==> config.mk <==
export PLATFORM = sky130hd
export DESIGN_NAME = decoder_scan_ctrl_flat
export DESIGN_NICKNAME = d
export VERILOG_FILES = /design/src/rtl/decoder_scan_ctrl_pkg.sv /design/src/rtl/decoder_scan_ctrl_if.sv /design/src/rtl/decoder_scan_ctrl_next_chan_finder.sv /design/src/rtl/decoder_scan_ctrl.sv /design/src/flat_wrapper.sv
export SDC_FILE = /design/constraint.sdc
export NUM_CORES = 1
export LEC_CHECK = 0
export CAP_MARGIN = 20
export CELL_PAD_IN_SITES_DETAIL_PLACEMENT = 1
export CELL_PAD_IN_SITES_GLOBAL_PLACEMENT = 2
export CORE_ASPECT_RATIO = 2
export CORE_MARGIN = 5
export CORE_UTILIZATION = 26
export CTS_BUF_LIST = sky130_fd_sc_hd__clkbuf_8 sky130_fd_sc_hd__clkbuf_16
export DETAILED_ROUTE_END_ITERATION = 10
export GPL_ROUTABILITY_DRIVEN = 0
export PLACE_DENSITY = 0.81
export REMOVE_ABC_BUFFERS = 1
export SLEW_MARGIN = 20
export SYNTH_ARGS = -nofsm -noshare
export SYNTH_HDL_FRONTEND = slang
export SYNTH_SLANG_ARGS = --single-unit
==> constraint.sdc <==
create_clock -name clk -period 2.1 [get_ports clk]
set_clock_uncertainty 0.05 [all_clocks]
set_input_delay 0.63 -clock clk [delete_from_list [all_inputs] [get_ports clk]]
set_output_delay 0.63 -clock clk [all_outputs]
set_load 0.005 [all_outputs]
==> src/rtl/decoder_scan_ctrl_pkg.sv <==
// Shared types and sizes for the decoder scan controller.
// State encoding plus channel-count constants used by the top, finder and interface.
package decoder_scan_pkg;

  localparam int NCHAN = 16;
  localparam int IDXW  = 4;

  typedef enum logic [1:0] {
    IDLE  = 2'd0,
    BLANK = 2'd1,
    DRIVE = 2'd2
  } state_e;

endpackage

==> src/rtl/decoder_scan_ctrl_if.sv <==
// Control/status bundle between a scan requester and the decoder scan controller.
// master = requester (drives start/stop/config), slave = controller (drives decoder address/status).
interface decoder_scan_ctrl_if import decoder_scan_pkg::*; #(
  parameter int DW = 8
);

  logic             start;
  logic             stop;
  logic             mode_cont;
  logic [NCHAN-1:0] chan_mask;
  logic [DW-1:0]    dwell;
  logic             sel_a1;
  logic             sel_a2;
  logic             sel_a3;
  logic             sel_w;
  logic             sel_en;
  logic [IDXW-1:0]  chan_idx;
  logic             busy;
  logic             done;

  modport master (
    output start, stop, mode_cont, chan_mask, dwell,
    input  sel_a1, sel_a2, sel_a3, sel_w, sel_en, chan_idx, busy, done
  );

  modport slave (
    input  start, stop, mode_cont, chan_mask, dwell,
    output sel_a1, sel_a2, sel_a3, sel_w, sel_en, chan_idx, busy, done
  );

endinterface

==> src/rtl/decoder_scan_ctrl_next_chan_finder.sv <==
// Combinational priority search: lowest set mask bit above cur (or at/above cur when incl),
// optionally wrapping to the lowest set bit overall when nothing lies above.
module next_chan_finder import decoder_scan_pkg::*; (
  input  logic [NCHAN-1:0] mask,
  input  logic [IDXW-1:0]  cur,
  input  logic             incl,
  input  logic             wrap,
  output logic             found,
  output logic [IDXW-1:0]  next
);

  logic            above_vld;
  logic            low_vld;
  logic [IDXW-1:0] above_idx;
  logic [IDXW-1:0] low_idx;

  // Descending scan so the lowest qualifying index is the last one written.
  always_comb begin
    above_vld = 1'b0;
    above_idx = '0;
    low_vld   = 1'b0;
    low_idx   = '0;
    for (int i = NCHAN - 1; i >= 0; i--) begin
      if (mask[i]) begin
        low_vld = 1'b1;
        low_idx = IDXW'(i);
        if ((IDXW'(i) > cur) || (incl && (IDXW'(i) == cur))) begin
          above_vld = 1'b1;
          above_idx = IDXW'(i);
        end
      end
    end
  end

  assign found = above_vld | (wrap & low_vld);
  assign next  = above_vld ? above_idx : low_idx;

endmodule

==> src/rtl/decoder_scan_ctrl.sv <==
// Scans the 16 outputs of a 4-to-16 one-hot decoder in order, skipping masked channels,
// holding the decoder enable low for BLANK_CYC cycles around every address change.
module decoder_scan_ctrl import decoder_scan_pkg::*; #(
  parameter int DW        = 8,
  parameter int BLANK_CYC = 1
) (
  input  logic               clk,
  input  logic               rst_n,
  decoder_scan_ctrl_if.slave bus
);

  localparam int             BW         = (BLANK_CYC > 1) ? $clog2(BLANK_CYC) : 1;
  localparam logic [BW-1:0]  BLANK_LAST = BW'(BLANK_CYC - 1);

  state_e          state_q, state_d;
  logic [IDXW-1:0] idx_q, idx_d;
  logic            en_q, en_d;
  logic            busy_q, busy_d;
  logic            done_q, done_d;
  logic [BW-1:0]   bcnt_q, bcnt_d;
  logic [DW-1:0]   dcnt_q, dcnt_d;

  logic            first_vld, nxt_vld;
  logic [IDXW-1:0] first_idx, nxt_idx;
  logic [DW-1:0]   dwell_eff;

  next_chan_finder u_first (
    .mask  (bus.chan_mask),
    .cur   ('0),
    .incl  (1'b1),
    .wrap  (1'b0),
    .found (first_vld),
    .next  (first_idx)
  );

  next_chan_finder u_next (
    .mask  (bus.chan_mask),
    .cur   (idx_q),
    .incl  (1'b0),
    .wrap  (bus.mode_cont),
    .found (nxt_vld),
    .next  (nxt_idx)
  );

  assign dwell_eff = (bus.dwell == '0) ? DW'(1) : bus.dwell;

  always_comb begin
    state_d = state_q;
    idx_d   = idx_q;
    en_d    = en_q;
    busy_d  = busy_q;
    done_d  = 1'b0;
    bcnt_d  = bcnt_q;
    dcnt_d  = dcnt_q;
    // stop overrides everything, including a simultaneous start in IDLE.
    if (bus.stop) begin
      state_d = IDLE;
      en_d    = 1'b0;
      busy_d  = 1'b0;
    end else begin
      case (state_q)
        IDLE: begin
          if (bus.start) begin
            if (first_vld) begin
              idx_d   = first_idx;
              state_d = BLANK;
              busy_d  = 1'b1;
              bcnt_d  = BLANK_LAST;
            end else begin
              done_d = 1'b1;
            end
          end
        end
        BLANK: begin
          if (bcnt_q == '0) begin
            state_d = DRIVE;
            en_d    = 1'b1;
            dcnt_d  = dwell_eff;
          end else begin
            bcnt_d = bcnt_q - BW'(1);
          end
        end
        DRIVE: begin
          if (dcnt_q <= DW'(1)) begin
            en_d = 1'b0;
            if (nxt_vld) begin
              idx_d   = nxt_idx;
              state_d = BLANK;
              bcnt_d  = BLANK_LAST;
            end else begin
              state_d = IDLE;
              busy_d  = 1'b0;
              done_d  = 1'b1;
            end
          end else begin
            dcnt_d = dcnt_q - DW'(1);
          end
        end
        default: begin
          state_d = IDLE;
          en_d    = 1'b0;
          busy_d  = 1'b0;
        end
      endcase
    end
  end

  always_ff @(posedge clk or negedge rst_n) begin
    if (!rst_n) begin
      state_q <= IDLE;
      idx_q   <= '0;
      en_q    <= 1'b0;
      busy_q  <= 1'b0;
      done_q  <= 1'b0;
      bcnt_q  <= '0;
      dcnt_q  <= '0;
    end else begin
      state_q <= state_d;
      idx_q   <= idx_d;
      en_q    <= en_d;
      busy_q  <= busy_d;
      done_q  <= done_d;
      bcnt_q  <= bcnt_d;
      dcnt_q  <= dcnt_d;
    end
  end

  assign bus.sel_a1   = idx_q[3];
  assign bus.sel_a2   = idx_q[2];
  assign bus.sel_a3   = idx_q[1];
  assign bus.sel_w    = idx_q[0];
  assign bus.sel_en   = en_q;
  assign bus.chan_idx = idx_q;
  assign bus.busy     = busy_q;
  assign bus.done     = done_q;

endmodule

==> src/flat_wrapper.sv <==
// flat-port wrapper written by rule: the top's interface ports become plain ports
module decoder_scan_ctrl_flat import decoder_scan_pkg::*;
#(
  parameter int DW        = 8,
  parameter int BLANK_CYC = 1
)
  (clk, rst_n, bus_start, bus_stop, bus_mode_cont, bus_chan_mask, bus_dwell, bus_sel_a1, bus_sel_a2, bus_sel_a3, bus_sel_w, bus_sel_en, bus_chan_idx, bus_busy, bus_done);
  decoder_scan_ctrl_if #(.DW(DW)) bus_i ();
  input  logic clk;
  input  logic rst_n;
  input wire logic [$bits(bus_i.start)-1:0] bus_start;
  input wire logic [$bits(bus_i.stop)-1:0] bus_stop;
  input wire logic [$bits(bus_i.mode_cont)-1:0] bus_mode_cont;
  input wire logic [$bits(bus_i.chan_mask)-1:0] bus_chan_mask;
  input wire logic [$bits(bus_i.dwell)-1:0] bus_dwell;
  output wire logic [$bits(bus_i.sel_a1)-1:0] bus_sel_a1;
  output wire logic [$bits(bus_i.sel_a2)-1:0] bus_sel_a2;
  output wire logic [$bits(bus_i.sel_a3)-1:0] bus_sel_a3;
  output wire logic [$bits(bus_i.sel_w)-1:0] bus_sel_w;
  output wire logic [$bits(bus_i.sel_en)-1:0] bus_sel_en;
  output wire logic [$bits(bus_i.chan_idx)-1:0] bus_chan_idx;
  output wire logic [$bits(bus_i.busy)-1:0] bus_busy;
  output wire logic [$bits(bus_i.done)-1:0] bus_done;
  assign bus_i.start = bus_start;
  assign bus_i.stop = bus_stop;
  assign bus_i.mode_cont = bus_mode_cont;
  assign bus_i.chan_mask = bus_chan_mask;
  assign bus_i.dwell = bus_dwell;
  assign bus_sel_a1 = bus_i.sel_a1;
  assign bus_sel_a2 = bus_i.sel_a2;
  assign bus_sel_a3 = bus_i.sel_a3;
  assign bus_sel_w = bus_i.sel_w;
  assign bus_sel_en = bus_i.sel_en;
  assign bus_chan_idx = bus_i.chan_idx;
  assign bus_busy = bus_i.busy;
  assign bus_done = bus_i.done;
  decoder_scan_ctrl #(.DW(DW), .BLANK_CYC(BLANK_CYC)) u_core (.clk(clk), .rst_n(rst_n), .bus(bus_i));
endmodule
==> results.py <==
metrics = {
    "sta": {
        "tightest_slew_ns": 0.5534,
        "final_max_slew_viol_count": 0,
        "report.final.setup_viol": 7,
        "hold_violations": 0,
        "fmax_ghz": 0.4328,
        "min_period_over_period": 1.100,
        "maxSlewHeadroom": 0.6282,
        "worst_slack_ns": -0.2105,
        "period_needed_ns": 2.311,
        "rsz0062_at_grt": "true",
        "finalSetupTns_ns": -0.9234,
    },
    "global_routing": {
        "grt_max_degree": 18,
        "track_usage": 0.1890,
        "grt_pass1_wl_um": 11970,
        "gr-total-overflow": 0,
        "antenna_found_initial": 0,
        "first_global_vias": 2512,
    },
    "cts": {
        "cts_made_buffers": 3,
        "clkTransAtPathRegs_ns": 0.05,
        "htree_levels": 1,
        "insertion_delay_ns": 0.25,
        "cts_hold_buf": 0,
        "cts_tree": "done",
        "ctsLongestPathBuffers": 2,
        "cts_sinks": 17,
        "root_buffer": "clkbuf_16",
    },
    "routing": {
        "dr.pass1.iters": 4,
        "wirelength_um": 7771,
        "drt_iter0_markers": 119,
        "ant_nets": 0,
        "avgRoutedWirePerCell_um": 18.07,
        "route.detailed.drc": 0,
        "num_vias": 2254,
        "avgViaCountPerCell": 5.242,
    },
    "layout": {
        "drive_gt1_frac": 0.4826,
        "layout.nets": 380,
        "syn_to_final_growth_pct": 88.98,
        "n_antenna_cell": 0,
        "design_area_um2": 3154,
    },
    "logic_synthesis": {
        "ys_seq_area_frac": 0.2549,
        "syn_area_per_cell_um2": 8.063,
        "ys_warn_count": 0,
        "ys_ff_latch": 17,
        "synth_area_um2": 1669,
        "synth_edf_count": 0,
        "synthFlopType": "dfrtp_1",
        "synthCells": 207,
        "synth_cell_types": 57,
        "async_flop_share": 1.000,
    },
    "critical_path": {
        "startpoint_type": "primary input",
        "crit_buf_inv": 2,
        "path_cells": "clkdlybuf4s15_1, a2111oi_1, buf_4, o31ai_1, a221oi_1, o32ai_2, mux2_4",
        "max_stage_delay_ns": 0.43,
        "arrival_ns": 2.39,
        "rr_worst_depth": 9,
        "cp.depth": 7,
        "slowest_stage": "a221oi_1",
        "critPathTopFamily": "compound AO/OA/AOI/OAI gates",
        "path_class": "in -> reg",
        "worstPathRequired_ns": 2.18,
        "worstPathMaxFanout": 5,
        "endpoint_kind": "register",
    },
    "power": {
        "cellPowerDensity_nw_per_um2": 1045,
        "p_leak_uw": 0.001477,
        "switchingPower_uw": 1329,
        "intPower_uw": 1968,
        "p_total_uw": 3297,
        "max-vdd-ir-drop_mv": 0.3798,
        "p_comb_frac": 0.694,
        "seqPwrFrac": 0.190,
        "clkPwrFrac": 0.115,
        "swShare": 0.4031,
    },
    "floorplanning": {
        "io_pins": 40,
        "num_rows": 41,
        "start_util": 0.2645,
        "dieArea_um2": 8219,
        "fp.dieH_um": 123.3,
        "coreArea_um2": 6310,
        "die_x_um": 66.66,
    },
    "hold_path": {
        "min_path_cells": 2,
        "hold_class": "reg -> reg",
    },
    "place": {
        "place_area_um2": 2601,
        "place_ws_ns": -0.8486,
        "io_buffer_count": 39,
        "hpwl_um": 5261,
    },
    "status": {
        "failed_checks": "setup timing",
        "status": "complete, but fails checks",
    },
    "run": {
        "maxCapViolCount": 0,
    },
}
power groups by stage:
stage | sequential [uW] | combinational (uW) | clock (uW)
floorplan | 656 | 817 | 0
CTS | 642 | 2010 | 393
global route | 641 | 2480 | 404
detailed placement | 636 | 1790 | 0
global placement | 637 | 1740 | 0
finish | 628 | 2290 | 380
state kept, by name, indices dropped and copies added, names as in the netlist:
register and flops:
u_core.dcnt_q 8, u_core.bus.done 1, u_core.bus.sel_en 1, u_core.bus.chan_idx 4, u_core.bus.busy 1, u_core.state_q 2
final cells by class:
type                       count  area (um^2)
multi-input combinational    166         1287
fill                         733         3156
clock inverter                 1        3.754
clock buffer                   3        75.07
tap                           86        107.6
timing repair buffer         144         1202
sequential                    17        429.2
inverter                      13        48.80
Yosys cell counts (3+ instances only):
cell type  instances  area (um^2)
nor3_1             4        20.02
o21ai_0           11        55.05
o21a_1             4        30.03
nor2_1            17        63.81
nand3_1            6        30.03
clkbuf_1           3        11.26
mux2_4             4        60.06
a21boi_0           3        22.52
a21oi_1           20        100.1
o211ai_1           6        45.04
o31ai_1            5        37.54
nor2b_1            3        18.77
inv_1             13        48.80
o22ai_1            7        43.79
nor4_1             5        31.28
buf_4              6        45.04
nand4_1            4        25.02
nand2_1           11        41.29
nand2b_1           3        18.77
ha_1               6        75.07
dfrtp_1           17        425.4
a22oi_1            5        37.54
per-layer routing:
layer,share of wire,GRT usage,wire [um]
met4,0.026,0.07125,201
met3,0.028,0.01818,217
met2,0.61,0.3918,4758
met1,0.33,0.1787,2594
met5,0,0,0
worst register-to-register path, stage by stage (launching register included):
cell and delay (ns):
dfrtp_1 0.39, buf_12 0.15, buf_6 0.11, o211ai_1 0.26
o21ai_1 0.14, nand4_1 0.13, buf_6 0.13, nor3_4 0.04
a221o_2 0.42, mux2_4 0.32
stage by stage:
step | utilization | std cells | hold WS [ns]
floorplan | - | 196 | 0.2844
global placement | 0.4123 | 386 | 0.4828
detailed placement | 0.4123 | 386 | 0.4819
CTS | 0.4739 | 414 | 0.4904
global route | 0.4999 | 430 | 0.5284
finish | 0.4999 | 430 | 0.4849
repair_timing:
action                     in CTS  in global routing
setup endpoints to repair      20                 19
pin swaps                      14                 15
buffers inserted               24                 16
gates resized for setup        80                 27
cell usage in the layout, fill, tap and decap left out, types with 3 or more instances in the layout:
master	count
a21oi_1	14
a21oi_2	6
a22oi_1	3
buf_2	6
buf_4	94
buf_6	11
clkbuf_16	3
clkbuf_2	3
clkdlybuf4s15_2	3
clkdlybuf4s50_1	17
dfrtp_1	14
dfrtp_2	3
dlymetal6s2s_1	6
ha_1	6
inv_1	14
mux2_4	4
nand2_1	11
nand2b_1	3
nand3_1	6
nand4_1	4
nor2_1	13
nor2_2	4
nor3_1	4
nor4_2	3
o211ai_1	6
o21a_1	4
o21ai_0	11
o22ai_1	6
o31ai_1	3
final timing paths:
| kind | from | endpoint | slack, ns |
|---|---|---|---|
| worst min-delay path | u_core.bus.sel_en$_DFFE_PN0P_ | u_core.bus.sel_en$_DFFE_PN0P_ | 0.48 |
| worst min register to register | u_core.bus.sel_en$_DFFE_PN0P_ | u_core.bus.sel_en$_DFFE_PN0P_ | 0.48 |
| min in group asynchronous | rst_n | u_core.state_q[1]$_DFFE_PN0P_ | 0.69 |
| worst max register to register | u_core.bus.chan_idx[1]$_DFFE_PN0P_ | u_core.bus.chan_idx[0]$_DFFE_PN0P_ | -0.15 |
| worst max-delay path | bus_chan_mask[7] | u_core.bus.chan_idx[0]$_DFFE_PN0P_ | -0.21 |
| max in group asynchronous | rst_n | u_core.bus.chan_idx[0]$_DFFE_PN0P_ | 1.09 |
cells by family (layout without fill, tap and decap cells):
family / count (synthesis) / count (layout) / share of synthesized area
and+or+nand+nor: 71 / 71 / 0.2429
adders and majority gates: 6 / 6 / 0.04498
buffers and inverters: 24 / 161 / 0.06897
DFF: 17 / 17 / 0.2549
muxes: 8 / 8 / 0.06147
AOI/OAI and AO/OA: 81 / 81 / 0.3268
No activity file was read; power rests on OpenSTA's default activity.
